===== src/rtl/serial_twos_comp_rx.sv =====
// serial_twos_comp_rx: LSB-first serial word receiver giving raw value plus sign/magnitude via serial negation
module serial_twos_comp_rx #(
  parameter int WIDTH = 8
) (
  input  logic             clk,
  input  logic             reset,
  input  logic             x,
  input  logic             x_valid,
  input  logic             sof,
  output logic [WIDTH-1:0] y_raw,
  output logic [WIDTH-1:0] y_mag,
  output logic             y_sign,
  output logic             y_valid,
  output logic             frame_err
);
  localparam int IW = $clog2(WIDTH);
  typedef enum logic {IDLE, SHIFT} state_t;
  state_t state, state_n;
  logic [IW-1:0] count, count_n;
  logic seen_one, seen_one_n, done, err;
  logic [WIDTH-1:0] raw, raw_n, neg, neg_n;
  always_ff @(posedge clk) begin
    if (reset) begin
      state <= IDLE;
      count <= '0;
      seen_one <= 1'b0;
      raw <= '0;
      neg <= '0;
      y_raw <= '0;
      y_mag <= '0;
      y_sign <= 1'b0;
      y_valid <= 1'b0;
      frame_err <= 1'b0;
    end else begin
      state <= state_n;
      count <= count_n;
      seen_one <= seen_one_n;
      raw <= raw_n;
      neg <= neg_n;
      y_valid <= done;
      frame_err <= err;
      if (done) begin
        y_raw <= raw_n;
        y_sign <= x;
        y_mag <= x ? neg_n : raw_n;
      end
    end
  end
  always_comb begin
    state_n = state;
    count_n = count;
    seen_one_n = seen_one;
    raw_n = raw;
    neg_n = neg;
    done = 1'b0;
    err = 1'b0;
    if (x_valid && sof) begin
      err = state == SHIFT;
      raw_n = {{(WIDTH-1){1'b0}}, x};
      neg_n = {{(WIDTH-1){1'b0}}, x};
      seen_one_n = x;
      count_n = IW'(1);
      state_n = SHIFT;
    end else if (x_valid && state == SHIFT) begin
      raw_n[count] = x;
      neg_n[count] = seen_one ? ~x : x;
      seen_one_n = seen_one | x;
      done = count == IW'(WIDTH-1);
      count_n = done ? '0 : count + 1'b1;
      state_n = done ? IDLE : SHIFT;
    end
  end
endmodule


===== config.mk =====
export PLATFORM = sky130hd
export DESIGN_NAME = serial_twos_comp_rx
export DESIGN_NICKNAME = d
export VERILOG_FILES = /design/src/rtl/serial_twos_comp_rx.sv
export SDC_FILE = /design/constraint.sdc
export NUM_CORES = 1
export LEC_CHECK = 0
export ABC_AREA = 1
export BUFFER_PORTS_ARGS = -buffer_cell sky130_fd_sc_hd__buf_2
export CELL_PAD_IN_SITES_DETAIL_PLACEMENT = 0
export CELL_PAD_IN_SITES_GLOBAL_PLACEMENT = 2
export CORE_UTILIZATION = 34
export CTS_CLUSTER_SIZE = 20
export DETAILED_ROUTE_END_ITERATION = 8
export GPL_ROUTABILITY_DRIVEN = 0
export PLACE_DENSITY_LB_ADDON = 0.1
export SYNTH_ARGS = -nofsm -noshare
export SYNTH_HDL_FRONTEND = slang
export SYNTH_SLANG_ARGS = --single-unit

===== constraint.sdc =====
create_clock -name clk -period 4.6 [get_ports clk]
set_input_delay 0.46 -clock clk [delete_from_list [all_inputs] [get_ports clk]]
set_output_delay 0.46 -clock clk [all_outputs]
set_load 0.02 [all_outputs]

# --- Word-level counts from Yosys, hierarchy flattened ---
# Index checks and enable logic that the tools add are counted.
totals:
  output_inout_bits: 19
  elab_cells: 44
  reg_bits: 40
classes:
  magnitude_cmp: 2
  n_eq_ne: 1
  n_reduce_logical: 6
  n_mux: 20
  bitwise_logic: 3
  n_addsub: 1
ops:
  columns: ["op", "count"]
  rows:
  - ["two-way mux 8 bit", 5]
  - ["bitwise mux 8 bit", 2]
  - ["two-way mux 1 bit", 11]
  - ["less-than comparator 3 x 4 -> 1 bit (second input constant)", 1]
  - ["OR reduction 2 bit", 2]
  - ["adder 3 x 1 -> 3 bit (second input constant)", 1]
  - ["demux 1 bit (select 3 bit)", 1]
  - ["== test 3 bit (second input constant)", 1]
  - [">= comparator 3 x 1 -> 1 bit (second input constant)", 1]
  - ["logical AND 1 bit", 3]
  - ["two-way mux 3 bit", 1]
  - ["NOT 1 bit", 2]
  - ["nonzero test 2 bit", 1]
  - ["bitwise OR 1 bit", 1]

# --- Logic depth before layout (Yosys ltp) ---
logic_depth:
  word_depth: 8
  mapped_depth: 9
  ltp_nobuf: 9

# --- Least setup slack after synthesis ---
# No wires, ideal clock.
synth_path:
  kind: "flip-flop to flip-flop"
  startpoint: "register count[0]"
  endpoint: "register y_mag[5]"
  n_path_buf: 1
  path_slack_ns: 3.089
  stages_incl_launch_ff: 10
  t_arrival_ns: 1.453
  path_cell_list: "dfxtp_1 ha_1 ha_1 nand3_4 buf_6 nor2_8 inv_2 a21oi_1 nand2_1 nand2_1"
synth_via:
  elab_chain_len: 8
  word_cells_on_any_way: 15
  classes_between: "order compare (2); eq/ne (1); mux (11); reduce/logical (1)"
synth_lines:
  columns: ["element", "line_no", "source"]
  rows:
  - ["from (decl)", "19", "logic [IW-1:0] count, count_n;"]
  - ["from (signal assigned)", "36", "count <= count_n;"]
  - ["less-than comparator 3 x 4 -> 1 bit (implied by the code) or >= comparator 3 x 1 -> 1 bit (tied branches)", "65, 66", null]
  - ["logical AND 1 bit (implied by the code)", "65, 66", null]
  - ["two-way mux 1 bit", "65, 66", null]
  - ["demux 1 bit (select 3 bit)", "65, 66", null]
  - ["bitwise mux 8 bit (on tied branches)", "65, 66", null]
  - ["two-way mux 8 bit", "64", "end else if (x_valid && state == SHIFT) begin"]
  - ["two-way mux 8 bit", "57", "if (x_valid && sof) begin"]
  - ["two-way mux 8 bit", "45", "y_mag <= x ? neg_n : raw_n;"]
  - ["to (signal assigned)", "45", null]
  - ["to (decl)", "11", "output logic [WIDTH-1:0] y_mag,"]
# Parallel ways exist; a longest one is shown, timed or not.
# A chain may end at the register's enable or synchronous reset.

# --- Worst setup path in the final report ---
layout_path:
  startpoint: "register count[0]"
  endpoint: "register y_raw[2]"
layout_via:
  elab_chain_len: 7
  word_cells_on_any_way: 11
  classes_between: "order compare (2); eq/ne (1); mux (7); reduce/logical (1)"
layout_lines:
  columns: ["element", "line_no", "source"]
  rows:
  - ["less-than comparator 3 x 4 -> 1 bit (implied by the code) or >= comparator 3 x 1 -> 1 bit (tied branches)", "65", "raw_n[count] = x;"]
  - ["logical AND 1 bit (implied by the code)", "65", null]
  - ["two-way mux 1 bit (implied by the code)", "65", null]
  - ["demux 1 bit (select 3 bit)", "65", null]
  - ["bitwise mux 8 bit", "65", null]
  - ["two-way mux 8 bit", "64", null]
  - ["two-way mux 8 bit", "57", null]
  - ["to (signal assigned)", "43", "y_raw <= raw_n;"]
  - ["to (decl)", "10", "output logic [WIDTH-1:0] y_raw,"]
# Parallel ways exist; a longest one is shown, timed or not.

==> impl_results.md <==
- Outcome: complete, no violations
- Die height: 74.0 microns
- Fillers: 523
- CP arrival: 2.16 ns
- Non-filler cells, final: 330
- NumNets Final: 270
- Worst clock skew: 0.00637 ns
- Clock Sink Count: 40
- Ports: 24
- Die Span X: 74.0 microns
- Post-layout min period: 1.94 ns
- Cts hold-fix bufs: 0
- Psw: 160 uW
- Post-DP HPWL: 2850 microns
- Cell area after layout: 0.00205 sq mm
- Syn avg cell area: 7.38 sq um
- Period utilization: 42.1%
- CTS tree: built
- RSZ-0062 raised after global routing: false
- Die Area: 0.00548 sq mm
- CTS Root Cell: clkbuf_8
- Area delta synth->final: 16.4%
- Pre-antenna DRT Iters: 4
- Comb power frac: 5.9%
- Routed WL per cell: 12.5 microns
- Reg2Reg Setup Slack: 2.66 ns
- Final Setup Violations: 0
- Part of the Yosys area used for sequential elements: 45.4%
- Row count: 25
- Final WL: 4140 microns
- Vias in the first global route: 1,411
- Via density per instance: 4.57
- Pleak: 0.000979 uW
- Worst hold path class: in2reg
- Hold depth: 4
- Synth unique cells: 26
- Fin. Hold Viols: 0
- Commonest cells after routing, fill and taps aside: nand2_1 (58), dfxtp_1 (40), nor2_1 (28)
- Synth area leader: dfxtp_1
- CTS Buffer Depth: 2
- Share of the synthesized area in the top cell type: 45.4%
- Clock-pin slew on the worst setup and hold paths: 0.08 ns
- IO buf count: 23
- Net Count, Synth: 247
- Initial antenna violation count: 0
- Measured slew at the worst slew-check pin: 0.511 ns
- Startpoint type of the worst setup path: flop
- Critical path fanouts, max: 20
- Placed cell area: 0.00193 sq mm
- Int Pwr: 552 uW
- # Post-CTS Setup Buffers: 0
- Worst-Skew Late Latency: 0.29 ns
- Number of routed nets with antenna violations: 0
- Initial Utilization: 36.4%
- Layout cells sized above 1: 17.5%
- Synth area leaders: dfxtp_1 (45%), nand2_1 (12%), nor2_1 (6.0%)
- DR vias: 1,509
- # diodes: 0
- Commonest non-fill, non-tap cell in the layout: nand2_1
- TNS Setup: 0 ns
- Switching Share: 22.5%
- CTS buffer count: 5
- Slew Limit Fails: 0
- Crit path kind: reg2reg
- Clock power frac: 44.3%
- Initial DRC Count: 59
- Seq pwr share: 49.8%
- Synth Cell Area: 0.00176 sq mm
- Max cap viols: 0
- CORE AREA: 0.00485 sq mm
- Drt drc: 0
- First-pass GRT wire length: 6980 microns
- Yosys reg bits: 40
- Total GRT Usage: 17.3%
- Placed cell count: 322
- Max VDD drop: 0.172 mV
- Resized Gates After CTS: 0
- Slew HR: 65.9%
- H-tree Lvls: 2
- YS warnings: 0
- Worst reg2reg path depth: 6
- Cell area power density: 347 mW/mm^2
- Largest net degree at the start of global routing: 23
- Syn Inst Count: 239
- CP endpoint kind: flop
- Max frequency: 517 MHz
- Worst path required time: 4.83 ns
- Total grt overflow: 0
[registers in the layout, summed over array words and instances (netlist names)]
| signal | flops |
|---|---|
| count | 3 |
| frame_err | 1 |
| neg | 8 |
| raw | 8 |
| seen_one | 1 |
| state | 1 |
| y_mag | 8 |
| y_raw | 8 |
| y_sign | 1 |
| y_valid | 1 |
[path summary, 6_finish.rpt]
kind | from | end
setup / recovery | count[0]$_SDFFE_PP0P_ | y_raw[2]$_SDFFE_PP0P_
hold reg to reg | neg[6]$_SDFF_PP0_ | neg[6]$_SDFF_PP0_
setup reg to reg | count[0]$_SDFFE_PP0P_ | y_raw[2]$_SDFFE_PP0P_
hold / removal | x_valid | state$_SDFFE_PP0P_
[power groups by stage]
stage	registers (uW)	clock network (uW)	logic (uW)
3_3_place_gp	363	0	42.8
6_report	355	316	42.1
3_5_place_dp	363	0	42.3
5_1_grt	355	337	48.1
2_1_floorplan	362	0	28.7
4_1_cts	355	326	42.4
[cell type report]
class | instances | area, sq um | share of cell area, %
Tap cell | 67 | 83.8 | 4.08
Inverter | 31 | 121 | 5.91
Timing Repair Buffer | 23 | 115 | 5.61
Clock buffer | 7 | 96.3 | 4.69
Multi-Input combinational cell | 161 | 806 | 39.2
Clock inverter | 1 | 30.0 | 1.46
Sequential cell | 40 | 801 | 39.0
[per-layer routing]
layer  wire length [microns]  vias to the layer above  global-route usage (%)
met4                      44                        0                    6.84
met3                     180                        5                    4.34
met5                       0                        -                       0
met2                    1690                       27                    25.4
met1                    2220                      666                    24.3
li1                        -                      811                       -
[metrics by stage]
stage	worst slack, ns	util (%)	power [uW]	hold WS [ns]
after floorplan	3.09	-	391	0.477
after global placement	2.59	39.7	406	0.497
after detailed placement	2.57	39.7	405	0.492
after CTS	2.64	42.3	723	0.499
after global routing	2.35	42.3	740	0.534
final	2.66	42.3	713	0.509
[cells in the mapped netlist, drive strengths merged]
library cell	n
o211ai	2
o21bai	1
inv	30
clkinv	1
ha	3
nand4	5
nor2	34
buf	3
a221oi	1
clkbuf	4
a21oi	16
nor3	5
nand2	60
nand3	16
a211oi	1
o21ai	17
dfxtp	40
[critical path, stage by stage (launching register included)]
cell and delay, ns:
dfxtp_1 0.50, ha_1 0.20, ha_1 0.20, nand3_4 0.22
inv_1 0.46, o21ai_0 0.15, a21oi_1 0.14
[cell families (layout without fill, tap and decap cells)]
kind of cell / Yosys count / count (layout) / synth area share (%)
simple gates: 120 / 120 / 32.0
flops: 40 / 40 / 45.4
compound gates: 38 / 38 / 11.6
buf+inv: 38 / 62 / 8.94
fa+ha+maj: 3 / 3 / 2.13
No activity file was read; power rests on OpenSTA's default activity.
